## src/rtl/div_pkg.sv

```systemverilog
// Shared types, defaults and saturating-arithmetic helpers for the
// approximate-divider error-statistics stage.
package div_pkg;

  typedef enum logic [1:0] {
    ST_IDLE  = 2'd0,
    ST_ACCUM = 2'd1,
    ST_DRAIN = 2'd2,
    ST_DONE  = 2'd3
  } state_t;

  localparam int unsigned Q_W_DEF      = 8;
  localparam int unsigned CNT_W_DEF    = 16;
  localparam int unsigned DRAIN_CYCLES = 2;

  function automatic logic [63:0] sat_lim(input int unsigned w);
    if (w >= 64) begin
      sat_lim = {64{1'b1}};
    end else begin
      sat_lim = (64'd1 << w) - 64'd1;
    end
  endfunction

  // Unsigned a+b clamped to the all-ones value of a w-bit field.
  function automatic logic [63:0] sat_add(input logic [63:0] a, input logic [63:0] b,
                                          input int unsigned w);
    logic [63:0] lim;
    lim = sat_lim(w);
    if ((b > lim) || (a > (lim - b))) begin
      sat_add = lim;
    end else begin
      sat_add = a + b;
    end
  endfunction

  function automatic logic sat_ovf(input logic [63:0] a, input logic [63:0] b,
                                   input int unsigned w);
    logic [63:0] lim;
    lim = sat_lim(w);
    sat_ovf = (b > lim) || (a > (lim - b));
  endfunction

endpackage

```

## src/rtl/div_err_sq.sv

```systemverilog
// Two-stage error datapath: stage 1 registers the quotient error magnitude and
// mismatch flags of an accepted sample, stage 2 presents its square.
module div_err_sq
  import div_pkg::*;
#(
  parameter int Q_W = Q_W_DEF
) (
  input  logic               clk,
  input  logic               rst_n,
  input  logic               load,
  input  logic [Q_W-1:0]     q_apx,
  input  logic [Q_W-1:0]     q_ext,
  input  logic [Q_W-1:0]     r_apx,
  input  logic [Q_W-1:0]     r_ext,
  output logic               vld,
  output logic [Q_W-1:0]     abs_err,
  output logic [2*Q_W-1:0]   sq,
  output logic               q_mis,
  output logic               r_mis
);

  logic [Q_W:0]   diff_s;
  logic [Q_W-1:0] abs_s;
  logic           vld_r;
  logic [Q_W-1:0] abs_r;
  logic           q_mis_r;
  logic           r_mis_r;

  // Sign bit of the 9-bit difference selects which subtraction gives |error|.
  assign diff_s = {1'b0, q_apx} - {1'b0, q_ext};
  assign abs_s  = diff_s[Q_W] ? (q_ext - q_apx) : diff_s[Q_W-1:0];

  always_ff @(posedge clk) begin
    if (!rst_n) begin
      vld_r   <= 1'b0;
      abs_r   <= {Q_W{1'b0}};
      q_mis_r <= 1'b0;
      r_mis_r <= 1'b0;
    end else begin
      vld_r <= load;
      if (load) begin
        abs_r   <= abs_s;
        q_mis_r <= (q_apx != q_ext);
        r_mis_r <= (r_apx != r_ext);
      end
    end
  end

  assign vld     = vld_r;
  assign abs_err = abs_r;
  assign sq      = (2*Q_W)'(abs_r) * (2*Q_W)'(abs_r);
  assign q_mis   = q_mis_r;
  assign r_mis   = r_mis_r;

endmodule

```

## src/rtl/div_err_accumulator.sv

```systemverilog
// Windowed error statistics (SSE, MSE, max |error|, mismatch counts) for an
// approximate divider measured against a golden reference.
module div_err_accumulator
  import div_pkg::*;
#(
  parameter int Q_W      = Q_W_DEF,
  parameter int SSE_W    = 32,
  parameter int CNT_W    = CNT_W_DEF,
  parameter int MAX_LOG2 = 15
) (
  input  logic              clk,
  input  logic              rst_n,
  input  logic              start,
  input  logic [3:0]        win_log2,
  input  logic              in_valid,
  output logic              in_ready,
  input  logic [Q_W-1:0]    q_apx,
  input  logic [Q_W-1:0]    q_ext,
  input  logic [Q_W-1:0]    r_apx,
  input  logic [Q_W-1:0]    r_ext,
  output logic              busy,
  output logic              done,
  output logic [SSE_W-1:0]  sse,
  output logic [SSE_W-1:0]  mse,
  output logic [Q_W-1:0]    max_err,
  output logic [CNT_W-1:0]  q_mis_cnt,
  output logic [CNT_W-1:0]  r_mis_cnt,
  output logic              sat
);

  localparam int CW = MAX_LOG2 + 1;
  localparam logic [CW-1:0] CNT_ONE = {{(CW-1){1'b0}}, 1'b1};

  state_t          state_r, state_nxt;
  logic [3:0]      n_log2_r, log2_clamped_s;
  logic [CW-1:0]   acc_cnt_r, n_last_s;
  logic [1:0]      drain_cnt_r;
  logic            accept_s, last_accept_s, start_ok_s;
  logic            in_ready_r, busy_r, done_r;

  logic            s_vld, s_q_mis, s_r_mis;
  logic [Q_W-1:0]  s_abs;
  logic [2*Q_W-1:0] s_sq;

  logic [SSE_W-1:0] sse_r;
  logic             sat_r;
  logic [Q_W-1:0]   max_err_r;
  logic [CNT_W-1:0] q_mis_cnt_r, r_mis_cnt_r;

  assign log2_clamped_s = (win_log2 > 4'(MAX_LOG2)) ? 4'(MAX_LOG2) : win_log2;
  assign n_last_s       = (CNT_ONE << n_log2_r) - CNT_ONE;
  assign accept_s       = in_valid & in_ready_r;
  assign last_accept_s  = accept_s & (acc_cnt_r == n_last_s);
  assign start_ok_s     = (state_r == ST_IDLE) & start;

  div_err_sq #(.Q_W(Q_W)) u_err_sq (
    .clk     (clk),
    .rst_n   (rst_n),
    .load    (accept_s),
    .q_apx   (q_apx),
    .q_ext   (q_ext),
    .r_apx   (r_apx),
    .r_ext   (r_ext),
    .vld     (s_vld),
    .abs_err (s_abs),
    .sq      (s_sq),
    .q_mis   (s_q_mis),
    .r_mis   (s_r_mis)
  );

  always_comb begin
    state_nxt = state_r;
    case (state_r)
      ST_IDLE: begin
        if (start) state_nxt = ST_ACCUM;
        else       state_nxt = ST_IDLE;
      end
      ST_ACCUM: begin
        if (last_accept_s) state_nxt = ST_DRAIN;
        else               state_nxt = ST_ACCUM;
      end
      ST_DRAIN: begin
        if (drain_cnt_r == 2'(DRAIN_CYCLES - 1)) state_nxt = ST_DONE;
        else                                     state_nxt = ST_DRAIN;
      end
      ST_DONE:  state_nxt = ST_IDLE;
      default:  state_nxt = ST_IDLE;
    endcase
  end

  // Handshake and status flags are registered from the next state so they
  // line up exactly with the state they describe.
  always_ff @(posedge clk) begin
    if (!rst_n) begin
      state_r     <= ST_IDLE;
      in_ready_r  <= 1'b0;
      busy_r      <= 1'b0;
      done_r      <= 1'b0;
      drain_cnt_r <= 2'd0;
      n_log2_r    <= 4'd0;
      acc_cnt_r   <= {CW{1'b0}};
    end else begin
      state_r     <= state_nxt;
      in_ready_r  <= (state_nxt == ST_ACCUM);
      busy_r      <= (state_nxt == ST_ACCUM) || (state_nxt == ST_DRAIN);
      done_r      <= (state_nxt == ST_DONE);
      drain_cnt_r <= (state_r == ST_DRAIN) ? (drain_cnt_r + 2'd1) : 2'd0;
      if (start_ok_s) begin
        n_log2_r  <= log2_clamped_s;
        acc_cnt_r <= {CW{1'b0}};
      end else if (accept_s) begin
        acc_cnt_r <= acc_cnt_r + CNT_ONE;
      end
    end
  end

  always_ff @(posedge clk) begin
    if (!rst_n || start_ok_s) begin
      sse_r       <= {SSE_W{1'b0}};
      sat_r       <= 1'b0;
      max_err_r   <= {Q_W{1'b0}};
      q_mis_cnt_r <= {CNT_W{1'b0}};
      r_mis_cnt_r <= {CNT_W{1'b0}};
    end else if (s_vld) begin
      sse_r <= SSE_W'(sat_add(64'(sse_r), 64'(s_sq), SSE_W));
      if (sat_ovf(64'(sse_r), 64'(s_sq), SSE_W)) sat_r <= 1'b1;
      if (s_abs > max_err_r) max_err_r <= s_abs;
      if (s_q_mis) q_mis_cnt_r <= CNT_W'(sat_add(64'(q_mis_cnt_r), 64'd1, CNT_W));
      if (s_r_mis) r_mis_cnt_r <= CNT_W'(sat_add(64'(r_mis_cnt_r), 64'd1, CNT_W));
    end
  end

  assign in_ready  = in_ready_r;
  assign busy      = busy_r;
  assign done      = done_r;
  assign sse       = sse_r;
  assign mse       = sse_r >> n_log2_r;
  assign max_err   = max_err_r;
  assign q_mis_cnt = q_mis_cnt_r;
  assign r_mis_cnt = r_mis_cnt_r;
  assign sat       = sat_r;

endmodule

```

## config.mk

```make
export PLATFORM = sky130hd
export DESIGN_NAME = div_err_accumulator
export DESIGN_NICKNAME = d
export VERILOG_FILES = /design/src/rtl/div_pkg.sv /design/src/rtl/div_err_sq.sv /design/src/rtl/div_err_accumulator.sv
export SDC_FILE = /design/constraint.sdc
export NUM_CORES = 1
export LEC_CHECK = 0
export CORE_MARGIN = 5
export CORE_UTILIZATION = 42
export CTS_BUF_LIST = sky130_fd_sc_hd__clkbuf_8
export DETAILED_ROUTE_END_ITERATION = 10
export PLACE_DENSITY = 0.66
export SETUP_SLACK_MARGIN = 0.4
export SYNTH_ARGS = -nofsm -noshare
export SYNTH_HDL_FRONTEND = slang
export SYNTH_SLANG_ARGS = --single-unit
```

## constraint.sdc

```tcl
create_clock -name clk -period 18.48 [get_ports clk]
set_clock_uncertainty 0.05 [all_clocks]
set_input_delay 3.696 -clock clk [delete_from_list [all_inputs] [get_ports clk]]
set_output_delay 3.696 -clock clk [all_outputs]
set_load 0.1 [all_outputs]
```

* Yosys cells after proc, flatten, opt, wreduce, memory -nomap -nowiden *
Index checks and enable logic that the tools add are counted.

operators by class
  add/sub/neg operators = 11
  div/mod/pow operators = 0
  reduce and logical (&&, ||, !) cells = 13
  shift-type cells = 2
  bitwise logic cells = 4
  equal/unequal tests = 10
  order comparisons = 8
  muxes and demuxes = 17
  multipliers = 1

operators by type and width
  cell                                                            number
  two-way mux 64 bit                                              8
  greater-than comparator 16 x 64 -> 1 bit                        3
  greater-than comparator 1 x 64 -> 1 bit (first input constant)  2
  subtractor 64 x 1 -> 64 bit (second input constant)             2
  greater-than comparator 32 x 64 -> 1 bit                        1
  subtractor 64 x 16 -> 64 bit                                    1
  adder 16 x 1 -> 16 bit (second input constant)                  3
  adder 32 x 16 -> 32 bit                                         1
  two-way mux 16 bit                                              2
  two-way mux 32 bit                                              1
  >> shifter 32 x 4 -> 32 bit                                     1
  == test 16 bit                                                  1
  multiplier 8 x 8 -> 16 bit                                      1
  != test 8 bit                                                   2
  << shifter 1 x 4 -> 16 bit (first input constant)               1
  subtractor 16 x 1 -> 16 bit (second input constant)             1
  AND reduction 2 bit                                             5
  subtractor 8 x 8 -> 9 bit                                       1
  == test 2 bit (second input constant)                           4
  greater-than comparator 8 bit                                   1
  two-way mux 8 bit                                               1
  case mux 2 bit (4 select lines)                                 1
  subtractor 8 bit                                                1
  == test 2 x 1 -> 1 bit (second input constant)                  3
  other kinds (11)                                                18

word-level totals
  flip-flop bits (word level) = 111
  word-level logic and storage cells = 82
  input bits = 40
  memory bits (read-only) = 0
  memories = 0
  latch bits = 0
  memory bits (writable) = 0
  output and inout port bits = 108

* Depth between registers and ports, before layout *
  depth in word-level cells = 8
  mapped depth = 28

* Cells and area by module *
Synthesis repeated with hierarchy kept, for this count alone.

unflattened totals
  cells, all modules = 1279
  area total of the unflattened synthesis = 10381.2 um^2

modules (own cells, without submodules)
  module               sequential area each (um^2)  area each (um^2)  instances  cells an instance
  div_err_accumulator  2001.9                       7439.6            1          915
  div_err_sq           220.2                        2941.6            1          364

* Worst setup path after synthesis *
No wires, ideal clock.

  kind = register -> output
  from = reg sse_r[5] (netlist: sse[5])
  to = out mse[0]
  data arrival time = 3.823 ns
  data required time = 14.734 ns
  slack = 10.911 ns
  cell stages (with the launch flop) = 4
  cells stage by stage = dfxtp_1 > mux2i_1 > mux4_2 > o21ai_0

between the ends
  word-level cells in the longest chain between the ends = 1

RTL lines
  what                         RTL line                    source
  start, declared              div_err_accumulator.sv:45   logic [SSE_W-1:0] sse_r;
  start signal, assigned       div_err_accumulator.sv:119  sse_r <= {SSE_W{1'b0}};
  start signal, assigned       div_err_accumulator.sv:125  sse_r <= SSE_W'(sat_add(64'(sse_r), 64'(s_sq), SSE_W));
  >> shifter 32 x 4 -> 32 bit  div_err_accumulator.sv:137  assign mse = sse_r >> n_log2_r;
  end, declared                div_err_accumulator.sv:24   output logic [SSE_W-1:0] mse,

No other way between the ends.

* Worst setup path in the final report *
  from = reg n_log2_r[2]
  to = out mse[0]

between the ends
  word-level cells in the longest chain between the ends = 1

RTL lines
  what                         RTL line                    source
  start, declared              div_err_accumulator.sv:35   logic [3:0] n_log2_r, log2_clamped_s;
  start signal, assigned       div_err_accumulator.sv:109  n_log2_r <= log2_clamped_s;
  >> shifter 32 x 4 -> 32 bit  div_err_accumulator.sv:137

No other way between the ends.

==> results.py <==
metrics = {
    "status": {
        "status": "finished clean",
    },
    "die": {
        "initial_utilization_pct": 42.37,
        "row_count": 56,
        "die_area_sq_um": 26630,
        "die_x_um": 163.2,
        "boundaryPins": 148,
        "fp.dieH_um": 163.2,
        "core_sq_um": 23260,
    },
    "critical_path": {
        "startpoint_type": "register",
        "reg2reg_depth": 24,
        "required_ns": 14.73,
        "reg2reg_slack_ns": 11.68,
        "critical_path.cell_chain": "buf_4, inv_1, mux4_2, o21ai_0, clkdlybuf4s50_1",
        "crit_type": "reg -> out",
        "r2r_end": "sse[23]",
        "critPathLaunch": "n_log2_r[2]",
        "crit_path_max_incr_delay_ns": 1.16,
        "path_depth": 5,
        "worstPathMaxFanout": 31,
        "critPathCaptureType": "primary output",
        "r2r-start": "u_err_sq.abs_err[1]",
        "path_delay_family": "buffers and inverters",
        "crit_slowest_cell": "clkdlybuf4s50_1",
        "crit_arrival_ns": 3.47,
        "critPathBufInv": 3,
        "crit_path_end": "mse[0]",
    },
    "timing": {
        "setup-tns-final_ns": 0,
        "max_freq_ghz": 0.1386,
        "hold_ws_ns": 0.3822,
        "finalCritPeriodShare_pct": 39.04,
        "rsz0062_at_grt": "no",
        "period_needed_ns": 7.215,
        "worst_pin_slew_ns": 1.101,
        "slew_headroom_pct": 26.35,
        "hold_viol": 0,
        "finalSetupViolCount": 0,
        "finalMaxSlewViolations": 0,
    },
    "power_and_ir_drop": {
        "power_density_nw_per_um2": 49.26,
        "p_leak_uw": 0.004651,
        "finalPower_uw": 576.1,
        "ir_drop_v": 0.00002862,
    },
    "layout": {
        "area_delta_synth_final_pct": 18.66,
        "mostFrequentLayoutCells": "147 x clkdlybuf4s50_1, 122 x a21oi_1, 109 x nand2_1, 108 x dfxtp_1, 93 x nor2_1",
        "antennaDiodeCount": 0,
        "final_layout_size_suffix_gt1_share_pct": 4.508,
        "final_nets": 1471,
        "final_common_cell": "clkdlybuf4s50_1",
    },
    "cts": {
        "tritoncts": "built",
        "cts_setup_buffers": 0,
        "htreeDepth": 3,
        "postCtsResizedCells": 0,
        "clkSlewWorstSetupHoldPaths_ns": 0.12,
        "cts_sinks": 111,
        "cts.root.buffer_cell": "clkbuf_8",
        "clock_latency_ns": 0.40,
        "cts_buffer_depth": 2,
        "hold_buffers": 0,
        "numCtsBuffers": 9,
    },
    "synthesis": {
        "synth-seq-cells": 111,
        "yosysUniqueCellTypes": 65,
        "synth_area_sq_um": 9856,
        "avgSynthCellArea_sq_um": 8.019,
        "synth_edf_count": 0,
        "synth_cells": 1229,
        "ys.flop_type": "dfxtp_1",
        "ys_seq_area_share_pct": 22.55,
        "yosysWarnings": 0,
        "syn_nets": 1374,
        "synth-async-reset-ratio_pct": 0,
    },
    "global_route": {
        "grt_pass1_wl_um": 42240,
        "antenna_found_initial": 0,
        "grt.overflow.total": 0,
        "grt_max_degree": 71,
        "groute.usage.overall_pct": 19.07,
        "grt_pass1_vias": 8230,
    },
    "route": {
        "vias": 8883,
        "ant_nets": 0,
        "dr_wl_met3_um": 1371,
        "routedWlPerCell_um": 15.57,
        "initialDrtViolationCount": 480,
        "dr.pass1.iters": 5,
        "wirelength_um": 25680,
        "vias_per_cell": 5.384,
        "top_layer_used": "met4",
        "wl_met1_um": 12460,
        "route.detailed.drc": 0,
        "wl_met2_um": 11540,
    },
    "hold_path": {
        "min_path_cells": 1,
        "hold_class": "reg -> reg",
    },
    "placement": {
        "dp.final_hpwl_um": 19660,
        "portBuffers": 147,
        "gp_congestion": 0.9006,
    },
    "job": {
        "drv_cap": 0,
    },
}
==> routing by layer <==
layer,up-vias,GRT usage (%)
li1,4480,-
met1,4167,27.52
met2,210,30.45
met3,26,2.271
met4,0,4.689
met5,-,0
==> worst reg2reg max path: stages (launching register included) <==
cell and delay (ns):
dfxtp_1 0.66, nand2_1 0.18, inv_1 0.09, ha_1 0.27
a31o_2 0.28, fa_1 0.51, inv_1 0.06, fa_1 0.50
fa_1 0.54, inv_1 0.04, ha_1 0.35, nor3_1 0.15
nor3_1 0.10, a211oi_1 0.32, a21oi_1 0.14, xnor2_1 0.15
ha_1 0.48, nand2_1 0.11, nor2_1 0.37, a221o_1 0.36
o21a_1 0.20, o41ai_1 0.08, buf_4 0.17, or2_1 0.37
a21oi_1 0.19
==> cell usage after synthesis (20+ instances only) <==
cell type  count  area [sq um]
nand2_1      109         409.1
a21oi_1      122         610.6
dfxtp_1      111          2222
inv_1         88         330.3
ha_1          79         988.5
xor2_1        52         455.4
mux2i_1       44         440.4
nand3_1       27         135.1
fa_1          26         520.5
o21ai_0       51         255.2
nor2_1        93         349.1
and2_1        32         200.2
and3_1        20         125.1
xnor2_1       50         437.9
clkbuf_1      48         180.2
==> final cells by class <==
type | count | area [sq um]
clock buffers | 9 | 123.9
well taps | 319 | 399.1
clock inverters | 7 | 66.31
fillers | 2265 | 11570
flip-flops and latches | 111 | 2226
inverters | 90 | 337.8
repair buffers | 156 | 1539
multi-input cells | 958 | 7003
==> per-stage QoR <==
| step | utilization [%] | setup slack, ns | cells | instance area, sq um |
|---|---|---|---|---|
| 2_1_floorplan | - | 10.91 | 1229 | 9856 |
| 3_3_place_gp | 49.46 | 11.42 | 1634 | 11500 |
| 3_5_place_dp | 49.46 | 11.37 | 1634 | 11500 |
| 4_1_cts | 50.27 | 11.21 | 1650 | 11700 |
| 5_1_grt | 50.27 | 10.99 | 1650 | 11700 |
| 6_report | 50.27 | 11.27 | 1650 | 11700 |
==> kinds of logic after synthesis <==
logic type / after synthesis / share of synthesized area [%]
buffers and inverters: 160 / 6.424
flip-flops: 111 / 22.55
AND/OR/NAND/NOR: 387 / 19.30
adder cells (fa/ha/maj): 105 / 15.31
XOR/XNOR: 102 / 9.064
multiplexers: 66 / 8.810
AO/OA/AOI/OAI: 298 / 18.55
==> how the worst min path moves through the flow <==
stage / from / end / slack (ns)
final: drain_cnt_r[0] / drain_cnt_r[0] / 0.38
after global routing: drain_cnt_r[0] / drain_cnt_r[0] / 0.42
after CTS: drain_cnt_r[0] / drain_cnt_r[0] / 0.38
after detailed placement: drain_cnt_r[0] / drain_cnt_r[0] / 0.36
after global placement: drain_cnt_r[0] / drain_cnt_r[0] / 0.36
after floorplan: drain_cnt_r[0] / drain_cnt_r[0] / 0.35
==> power by group <==
| part | switching [uW] | internal (uW) | total, uW |
|---|---|---|---|
| registers | 7.69 | 243 | 251 |
| clock network | 94.8 | 52.3 | 147 |
| logic | 116 | 62.1 | 178 |
==> flip-flops by register name, summed over array words and instances (netlist names), 2 cells and up <==
register / count
q_mis_cnt: 16
state_r: 2
sse: 32
acc_cnt_r: 16
drain_cnt_r: 2
max_err: 8
n_log2_r: 4
u_err_sq.abs_err: 8
r_mis_cnt: 16
(Power assumes the default switching activity.)
